File: config.mk
export PLATFORM = sky130hd
export DESIGN_NAME = fetch_burst_controller
export DESIGN_NICKNAME = d
export VERILOG_FILES = /design/src/rtl/fetch_burst_controller.sv
export SDC_FILE = /design/constraint.sdc
export NUM_CORES = 1
export LEC_CHECK = 0
export BUFFER_PORTS_ARGS = -buffer_cell sky130_fd_sc_hd__buf_2
export CORE_MARGIN = 3
export CORE_UTILIZATION = 50
export DETAILED_ROUTE_END_ITERATION = 10
export PLACE_DENSITY = 0.89
export SKIP_LAST_GASP = 1
export SYNTH_ARGS = -nofsm -noshare
export SYNTH_HDL_FRONTEND = slang
export SYNTH_SLANG_ARGS = --single-unit
File: constraint.sdc
create_clock -name clk -period 4 [get_ports clk]
set_input_delay 0 -clock clk [delete_from_list [all_inputs] [get_ports clk]]
set_output_delay 0 -clock clk [all_outputs]
set_load 0.01 [all_outputs]
File: src/rtl/fetch_burst_controller.sv
// AXI4 read-channel instruction-fetch controller: issues block-aligned INCR bursts,
// tracks several outstanding requests and unpacks each R beat into {instr, pc} slots.
module fetch_burst_controller #(
    parameter int unsigned DATA_W          = 64,
    parameter int unsigned BURST_LEN       = 4,
    parameter int unsigned MAX_OUTSTANDING = 2,
    parameter logic [31:0] RESET_PC        = 32'h0000_0000
) (
    input  logic                        clk,
    input  logic                        rst_n,
    output logic [31:0]                 araddr,
    output logic                        arvalid,
    input  logic                        arready,
    output logic [7:0]                  arlen,
    output logic [2:0]                  arsize,
    output logic [1:0]                  arburst,
    input  logic                        rvalid,
    output logic                        rready,
    input  logic [DATA_W-1:0]           rdata,
    input  logic [1:0]                  rresp,
    input  logic                        rlast,
    input  logic                        jump,
    input  logic [31:0]                 jump_addr,
    input  logic                        fifo_full,
    output logic                        write_fifo,
    output logic [64*(DATA_W/32)-1:0]   fetch_instr_pc,
    output logic [DATA_W/32-1:0]        slot_valid,
    output logic                        fetch_err
);

    localparam int unsigned NSLOT   = DATA_W / 32;
    localparam int unsigned BEAT_B  = DATA_W / 8;
    localparam int unsigned OFF_W   = $clog2(BEAT_B);
    localparam int unsigned BLOCK_B = BURST_LEN * BEAT_B;
    localparam int unsigned IDX_W   = (BURST_LEN > 1) ? $clog2(BURST_LEN) : 1;
    localparam int unsigned CNT_W   = $clog2(MAX_OUTSTANDING + 1);
    localparam int unsigned PTR_W   = (MAX_OUTSTANDING > 1) ? $clog2(MAX_OUTSTANDING) : 1;

    localparam logic [31:0] BEAT_MASK  = 32'(BEAT_B - 1);
    localparam logic [31:0] BLOCK_MASK = 32'(BLOCK_B - 1);

    typedef struct packed {
        logic [31:0]      addr;
        logic [NSLOT-1:0] mask;
    } req_t;

    req_t             req_q [MAX_OUTSTANDING];
    req_t             head;
    logic [PTR_W-1:0] wr_ptr;
    logic [PTR_W-1:0] rd_ptr;
    logic [CNT_W-1:0] outstanding;
    logic [CNT_W-1:0] outstanding_nxt;
    logic [CNT_W-1:0] drop_cnt;
    logic [IDX_W-1:0] beat_cnt;
    logic [31:0]      pc;
    logic [31:0]      src_pc;
    logic [31:0]      beat_addr;
    logic [NSLOT-1:0] ar_mask;
    logic             q_empty;
    logic             ar_fire;
    logic             ar_hold;
    logic             ar_load;
    logic             r_fire;
    logic             r_last_fire;

    // Beats remaining to the end of the fetch block, so a burst never crosses it.
    function automatic logic [7:0] calc_arlen(input logic [31:0] a);
        logic [31:0] idx;
        idx = (a & BLOCK_MASK) >> OFF_W;
        return 8'(32'(BURST_LEN - 1) - idx);
    endfunction

    function automatic logic [NSLOT-1:0] calc_mask(input logic [31:0] a);
        logic [31:0]      first;
        logic [NSLOT-1:0] m;
        first = (a & BEAT_MASK) >> 2;
        for (int i = 0; i < NSLOT; i++) begin
            m[i] = (32'(i) >= first);
        end
        return m;
    endfunction

    function automatic logic [31:0] next_block(input logic [31:0] a);
        return (a & ~BLOCK_MASK) + 32'(BLOCK_B);
    endfunction

    function automatic logic [PTR_W-1:0] ptr_inc(input logic [PTR_W-1:0] p);
        return (p == PTR_W'(MAX_OUTSTANDING - 1)) ? '0 : p + 1'b1;
    endfunction

    assign arsize  = 3'(OFF_W);
    assign arburst = 2'b01;

    // NOTE: every signal gets a default at the top of a combinational block so no path
    // leaves it unassigned, which is what would otherwise infer a latch.
    always_comb begin
        q_empty         = (outstanding == '0);
        head            = req_q[rd_ptr];
        rready          = (drop_cnt != '0) || q_empty || !fifo_full;
        r_fire          = rvalid && rready && !q_empty;
        r_last_fire     = r_fire && rlast;
        ar_fire         = arvalid && arready;
        ar_hold         = arvalid && !arready;
        outstanding_nxt = outstanding + CNT_W'(ar_fire) - CNT_W'(r_last_fire);
        ar_load         = !ar_hold && (outstanding_nxt < CNT_W'(MAX_OUTSTANDING));
        src_pc          = jump ? jump_addr : pc;
        beat_addr       = head.addr + (32'(beat_cnt) << OFF_W);
        write_fifo      = rst_n && r_fire && (drop_cnt == '0) && !jump;
    end

    always_comb begin
        fetch_instr_pc = '0;
        slot_valid     = '0;
        fetch_err      = 1'b0;
        if (write_fifo) begin
            slot_valid = (beat_cnt == '0) ? head.mask : '1;
            fetch_err  = (rresp != 2'b00);
            for (int i = 0; i < NSLOT; i++) begin
                fetch_instr_pc[64*i +: 64] = {rdata[32*i +: 32], beat_addr + 32'(4 * i)};
            end
        end
    end

    // NOTE: state uses non-blocking assignments so every register samples the
    // pre-edge values, independent of statement order.
    always_ff @(posedge clk) begin
        if (!rst_n) begin
            pc          <= RESET_PC;
            arvalid     <= 1'b0;
            araddr      <= '0;
            arlen       <= '0;
            ar_mask     <= '0;
            wr_ptr      <= '0;
            rd_ptr      <= '0;
            outstanding <= '0;
            drop_cnt    <= '0;
            beat_cnt    <= '0;
        end else begin
            // pc is the next address not yet placed on AR; it advances when AR is loaded.
            if (ar_hold) begin
                pc <= src_pc;
            end else if (ar_load) begin
                arvalid <= 1'b1;
                araddr  <= src_pc & ~BEAT_MASK;
                arlen   <= calc_arlen(src_pc);
                ar_mask <= calc_mask(src_pc);
                pc      <= next_block(src_pc);
            end else begin
                arvalid <= 1'b0;
                pc      <= src_pc;
            end

            if (ar_fire) begin
                wr_ptr <= ptr_inc(wr_ptr);
            end
            if (r_last_fire) begin
                rd_ptr <= ptr_inc(rd_ptr);
            end
            outstanding <= outstanding_nxt;

            if (r_last_fire) begin
                beat_cnt <= '0;
            end else if (r_fire) begin
                beat_cnt <= beat_cnt + 1'b1;
            end

            // Everything requested before the jump (accepted or still on AR) is stale.
            if (jump) begin
                drop_cnt <= outstanding + CNT_W'(arvalid) - CNT_W'(r_last_fire);
            end else if (r_last_fire && (drop_cnt != '0)) begin
                drop_cnt <= drop_cnt - 1'b1;
            end
        end
    end

    // NOTE: the request storage has no reset; entries are only read between a push and
    // its pop, and the pointers that qualify them are reset.
    always_ff @(posedge clk) begin
        if (ar_fire) begin
            req_q[wr_ptr] <= '{addr: araddr, mask: ar_mask};
        end
    end

endmodule

==> reports/results.ini, run 1 <==
[routing]
route.met2.wl_um=11300
drt-initial-drc-count=597
wl_met1_um=9990
wirelength_um=23500
wl_met3_um=1490
wl_per_cell_um=19.2
vias_per_cell=5.66
top_layer_used=met4
drc=0
dr_total_vias=6918
drtAntennaViolNets=0
first_pass_iters=5

[floorplan]
core_region_area_um2=14600
die_h_um=129
row_count=44
top_level_ports=284
die_area_um2=16600
die_w_um=129
start_util_pct=51.7

[clock_network]
cts_tree=yes
clock-sinks=135
ctsResizeCount=0
clkTransAtPathRegs_ps=60
cts_setup_buffers=0
ctsHtreeMaxLevel=4
cts-root-buf=clkbuf_16
postCtsHoldBufs=11
worstSkewPairLatency_ps=410
clockBufferDepth=2
cts_buffers=17

[setup_path]
critPathSlowestCell=nor2_4
r2r_slack_ps=600
path_class=reg -> reg
required_ps=4290
cp.arrival_ps=3690
worstSetupStartpointType=flop
crit_top_cell=ha_1
path_max_fanout=27
reg2reg_from=drop_cnt[0]$_SDFFE_PN0P_
rr_endpoint=araddr[26]$_SDFFE_PN0P_
worstSetupEndpointType=flop
slowest_delay_ps=460
path_cells=inv_1 -> ha_1 -> a21o_1 -> nor2_1 -> ha_1 -> inv_1 -> ha_1 -> xor3_2 -> nor2_4 -> buf_4 -> nor2_1 -> a211oi_1
rr_worst_depth=12

[place]
place_congestion=0.900
io_buffers=262
pre_cts_ws_ps=805
hpwl_um=17700
placed_cells=1179
placed_area_um2=8710

[synth]
syn-instance-count=795
synth_area_um2=7570
synth_edf_count=62
yosysWarnings=0
async_flop_share_pct=0
ys_seq_elements=135
ys_seq_area_share_pct=43.9
synth_flop_cell=dfxtp_1
syn_avg_cell_area_um2=9.52
ys_types=61

[cells_and_area]
nFillCells=1109
final_nets=1140
design_area_um2=9420
drive_above_1_share_pct=32.0
layout.cells.non_filler=1223
syn2layout_area_growth_pct=24.5

[power]
power_density_nw_per_um2=428
p_leak_nw=4.23
peakVddDrop_uv=363

[min_path]
worstHoldPathCells=3
hold_path.class=in -> reg
hold_start=jump_addr[13]
hold_end=araddr[13]$_SDFFE_PN0P_

[sta]
min_period_ps=3400
tightest_slew_ps=1090
setup-violations-final=0
worst_slack_ps=604
rsz0062_at_grt=false
slew_violations=0
fin_skew_ps=5.83
fin_tns_setup_ps=0
maxSlewHeadroom_pct=27.3
final_hold_viol_count=0
period_share_pct=84.9
max_freq_mhz=294

[global_route]
antenna_found_initial=1
grt_first_pass_wirelength_um=34900
grt_max_degree=71
track_usage_pct=27.2
grt_pass1_vias=6293
overflow=0

[flow_run]
drv_cap=0

[outcome]
status=complete, no violations

[metal layers]
metal | track usage [%] | vias up
met4 | 9.57 | 0
met2 | 45.2 | 353
met3 | 4.37 | 55
met5 | 0 | -
met1 | 36.3 | 3265
li1 | - | 3245
[flip-flops by register name, summed over array words and instances (netlist names), named ones only]
register	count
ar_mask	2
araddr	29
arlen	2
arvalid	1
beat_cnt	2
drop_cnt	2
outstanding	2
pc	30
rd_ptr	1
req_q	62
wr_ptr	1
[logic make-up (layout without fill, tap and decap cells)]
kind of cell / count (synthesis) / in the layout / share of synthesized area (%)
compound gates: 122 / 122 / 11.4
flops: 135 / 135 / 43.9
fa+ha+maj: 10 / 10 / 1.75
mux: 58 / 58 / 7.90
buf+inv: 110 / 336 / 8.23
other cells: 2 / 20 / 0.0992
xor+xnor: 31 / 31 / 3.80
simple gates: 327 / 327 / 22.9
[worst max-delay path, delay by kind of cell, from the launching register on]
kind,cells,cell delay [ps]
buf+inv,3,490
xor+xnor,1,370
simple gates,3,810
flops,1,350
compound gates,2,560
fa+ha+maj,3,660
[area by class of cell]
cell class                 instances  area, um2  share of cell area, %
sequential                       135       3320                   35.3
antenna                            1       2.50                 0.0266
clock buffer                      17        425                   4.52
multi-input combinational        567       3690                   39.2
inverter                          21       78.8                  0.837
clock inverter                    15        166                   1.77
timing repair buffer             283       1500                   15.9
tap                              184        230                   2.44
[synth_stat cells, drive strengths merged, types with 2 or more instances]
library cell  instances  area share (%)
ha                    9             1.5
nor4                  7            0.58
conb                  2           0.099
mux2i                44             5.8
clkbuf               24             1.2
buf                  65             6.0
o21ai                23             1.5
a221oi                2            0.23
nor2b                 5            0.41
xnor2                23             2.7
edfxtp               62              25
nor2                 78             3.9
o31ai                 3            0.30
nor3b                 5            0.50
a2111oi               2            0.48
mux2                 14             2.1
inv                  21             1.0
a211oi               28             3.2
a22oi                 7            0.69
nand3b               14             1.4
and4                  4            0.46
o22ai                 4            0.33
nand4                18             2.0
nand4b                3            0.35
o31a                  6            0.69
a21boi                3            0.30
a32o                  2            0.26
a31oi                 3            0.25
xor2                  7            0.81
and3                  2            0.17
nand2b                7            0.58
o21a                  2            0.20
a21oi                28             1.9
dfxtp                73              19
and2                 72             6.0
or3                   6            0.50
nand3                35             2.3
nor3                 20             1.3
nand2                50             2.5
[through the flow]
step	hold WS, ps	utilization (%)	total power [mW]
detailed placement	273	59.5	2.48
global placement	269	59.5	2.45
finish	28.5	64.3	4.03
global route	48.4	64.3	4.18
CTS	8.50	64.3	4.03
floorplan	119	-	2.22
[report_power, final]
part	total (mW)	switching [mW]	internal, mW	leakage (nW)
combinational	0.743	0.452	0.291	2.76
sequential	1.75	0.128	1.62	1.18
clock	1.54	0.610	0.928	0.281
[placed cells by master (no fill, tap or decap), drive strengths merged, types with 9 or more instances in the layout]
| master | count |
|---|---|
| a211oi | 28 |
| a21oi | 28 |
| and2 | 72 |
| buf | 272 |
| clkbuf | 17 |
| conb | 19 |
| dfxtp | 73 |
| dlygate4sd3 | 11 |
| edfxtp | 62 |
| ha | 9 |
| inv | 26 |
| mux2 | 14 |
| mux2i | 44 |
| nand2 | 50 |
| nand3 | 35 |
| nand3b | 14 |
| nand4 | 18 |
| nor2 | 78 |
| nor3 | 20 |
| o21ai | 23 |
| xnor2 | 23 |
[how the worst max path moves through the flow]
stage | startpoint | to | slack (ps) | cells past startpoint
CTS | drop_cnt[0]$_SDFFE_PN0P_ | araddr[26]$_SDFFE_PN0P_ | 660 | 12
floorplan | flop | fetch_instr_pc[88] | 680 | 14
global placement | drop_cnt[0]$_SDFFE_PN0P_ | pc[26]$_SDFF_PN0_ | 890 | 12
detailed placement | drop_cnt[0]$_SDFFE_PN0P_ | araddr[29]$_SDFFE_PN0P_ | 800 | 12
finish | drop_cnt[0]$_SDFFE_PN0P_ | araddr[26]$_SDFFE_PN0P_ | 600 | 12
global route | flop | fetch_instr_pc[30] | 410 | 9
No activity file was read; power rests on OpenSTA's default activity.
==> run 2: changes to the inputs <==
--- a/config.mk
+++ b/config.mk
@@ -7,9 +7,9 @@
 export LEC_CHECK = 0
 export BUFFER_PORTS_ARGS = -buffer_cell sky130_fd_sc_hd__buf_2
 export CORE_MARGIN = 3
-export CORE_UTILIZATION = 50
+export CORE_UTILIZATION = 45
 export DETAILED_ROUTE_END_ITERATION = 10
-export PLACE_DENSITY = 0.89
+export PLACE_DENSITY = 0.85
 export SKIP_LAST_GASP = 1
 export SYNTH_ARGS = -nofsm -noshare
 export SYNTH_HDL_FRONTEND = slang
==> constraint.sdc (replaced) <==
create_clock -name clk -period 2.75 [get_ports clk]
set_input_delay 0 -clock clk [delete_from_list [all_inputs] [get_ports clk]]
set_output_delay 0 -clock clk [all_outputs]
set_load 0.01 [all_outputs]
==> reports/results.ini, run 2 (same netlist as run 1, synthesis figures left out) <==
[outcome]
status=finished with violations
violations=setup timing

[global_route]
antenna_found_initial=4
grt_pass1_vias=6511
grt_first_pass_wirelength_um=36200
overflow=0
track_usage_pct=25.5
grt_max_degree=53

[setup_path]
path_class=reg -> reg
slowest_delay_ps=320
crit_top_cell=inv_1
cp.arrival_ps=3120
rr_worst_depth=13
path_cells=inv_1 -> ha_4 -> a21o_1 -> nor2_2 -> ha_1 -> inv_1 -> ha_2 -> xor3_2 -> a2111oi_4 -> buf_4 -> nand4_4 -> o311ai_2 -> o41ai_1
path_max_fanout=6
required_ps=3020
worstSetupEndpointType=flop
critPathSlowestCell=dfxtp_2
worstSetupStartpointType=flop

[floorplan]
die_area_um2=18400
die_w_um=136
row_count=46
top_level_ports=284
core_region_area_um2=16200
die_h_um=136
start_util_pct=46.8

[power]
power_switching_share_pct=29.1
clock_power_share_pct=39.0
p_sw_mw=1.82
peakVddDrop_uv=465
p_int_mw=4.45
power_density_nw_per_um2=614
p_seq_share_pct=40.6
pwr-share-comb_pct=20.4
p_total_mw=6.27
p_leak_nw=4.54

[clock_network]
clock-sinks=135
ctsHtreeMaxLevel=4
clockBufferDepth=2
clkTransAtPathRegs_ps=60
worstSkewPairLatency_ps=410
cts_buffers=17
cts_tree=yes
cts-root-buf=clkbuf_16

[sta]
tightest_slew_ps=956
max_freq_mhz=351
slew_violations=0
final_hold_viol_count=0
min_period_ps=2850
period_share_pct=104
maxSlewHeadroom_pct=36.1
worst_slack_ps=-98.2
setup-violations-final=6
fin_skew_ps=9.72
rsz0062_at_grt=true

[cells_and_area]
final_nets=1175
syn2layout_area_growth_pct=35.1
drive_above_1_share_pct=39.2
largest_reg_flops=62
reg_top3=req_q (62), pc (30), araddr (29)
regMostFlops=req_q
layout_common_cells=258 x buf_2, 74 x nor2_1, 71 x and2_1
design_area_um2=10200
final_common_cell=buf_2

[min_path]
worstHoldPathCells=4
hold_path.class=in -> reg

[routing]
dr_total_vias=6959
drtAntennaViolNets=0
wl_per_cell_um=19.4
vias_per_cell=5.39
drc=0
first_pass_iters=5
drt-initial-drc-count=663
wirelength_um=25000

[place]
hpwl_um=18700
io_buffers=262
place_congestion=0.898
placed_area_um2=9010

[flow_run]
drv_cap=0

[run 2: through the flow]
stage | utilization [%] | setup slack [ps] | TNS (ps) | hold slack (ps) | instances
floorplan | - | -147 | -825 | 119 | 812
detailed placement | 55.7 | -34.9 | -95.9 | 285 | 1229
global placement | 55.7 | 61.1 | 0 | 280 | 1229
finish | 63.2 | -98.2 | -252 | 61.6 | 1291
global route | 63.2 | -212 | -4010 | 48.2 | 1291
CTS | 61.1 | -4.20 | -4.20 | 28.7 | 1280
[run 2: repair_timing]
action / CTS / global route
setup endpoints to repair: 27 / 63
resized for setup: 14 / 51
hold buffers: 10 / 0
endpoints found under the hold margin: 14 / 0
pin swaps: 4 / 18
cloned: 0 / 2
setup buffers: 9 / 7
[run 2: worst paths after layout]
check	start	end	slack, ps
setup / recovery	drop_cnt[1]$_SDFFE_PN0P_	pc[27]$_SDFF_PN0_	-100
hold / removal	jump_addr[14]	pc[14]$_SDFF_PN0_	60
setup reg to reg	drop_cnt[1]$_SDFFE_PN0P_	pc[27]$_SDFF_PN0_	-100
hold reg to reg	ar_mask[1]$_SDFFE_PN0P_	req_q[1][1]$_DFFE_PP_	460
[run 2: cell type report]
type / count / area (um2)
clock buffer: 17 / 425
tap: 216 / 270
fill: 1255 / 5950
antenna: 2 / 5.00
sequential: 135 / 3330
multi-input combinational: 567 / 4010
clock inverter: 15 / 214
inverter: 21 / 82.6
timing repair buffer: 318 / 1890
[run 2: power by group through the flow]
| stage | Clock [mW] | Sequential (mW) | Combinational [mW] |
|---|---|---|---|
| final | 2.45 | 2.55 | 1.28 |
| after global routing | 2.54 | 2.56 | 1.39 |
| after CTS | 2.45 | 2.54 | 1.15 |
| after detailed placement | 0 | 2.57 | 1.10 |
| after global placement | 0 | 2.56 | 1.08 |
| after floorplan | 0 | 2.56 | 0.687 |
[run 2: layer usage]
metal	vias to the layer above	GRT usage, %	share of wire (%)
li1	3289	-	-
met1	3331	32.2	41
met2	303	44.0	50
met3	36	4.83	7.1
met4	0	8.17	2.1
met5	-	0	0
[run 2: critical path: cells and delay by family, from the launching register on]
| kind | cells | cell delay [ps] |
|---|---|---|
| xor+xnor | 1 | 320 |
| buf+inv | 3 | 320 |
| compound gates | 4 | 890 |
| simple gates | 2 | 260 |
| fa+ha+maj | 3 | 590 |
| flops | 1 | 320 |
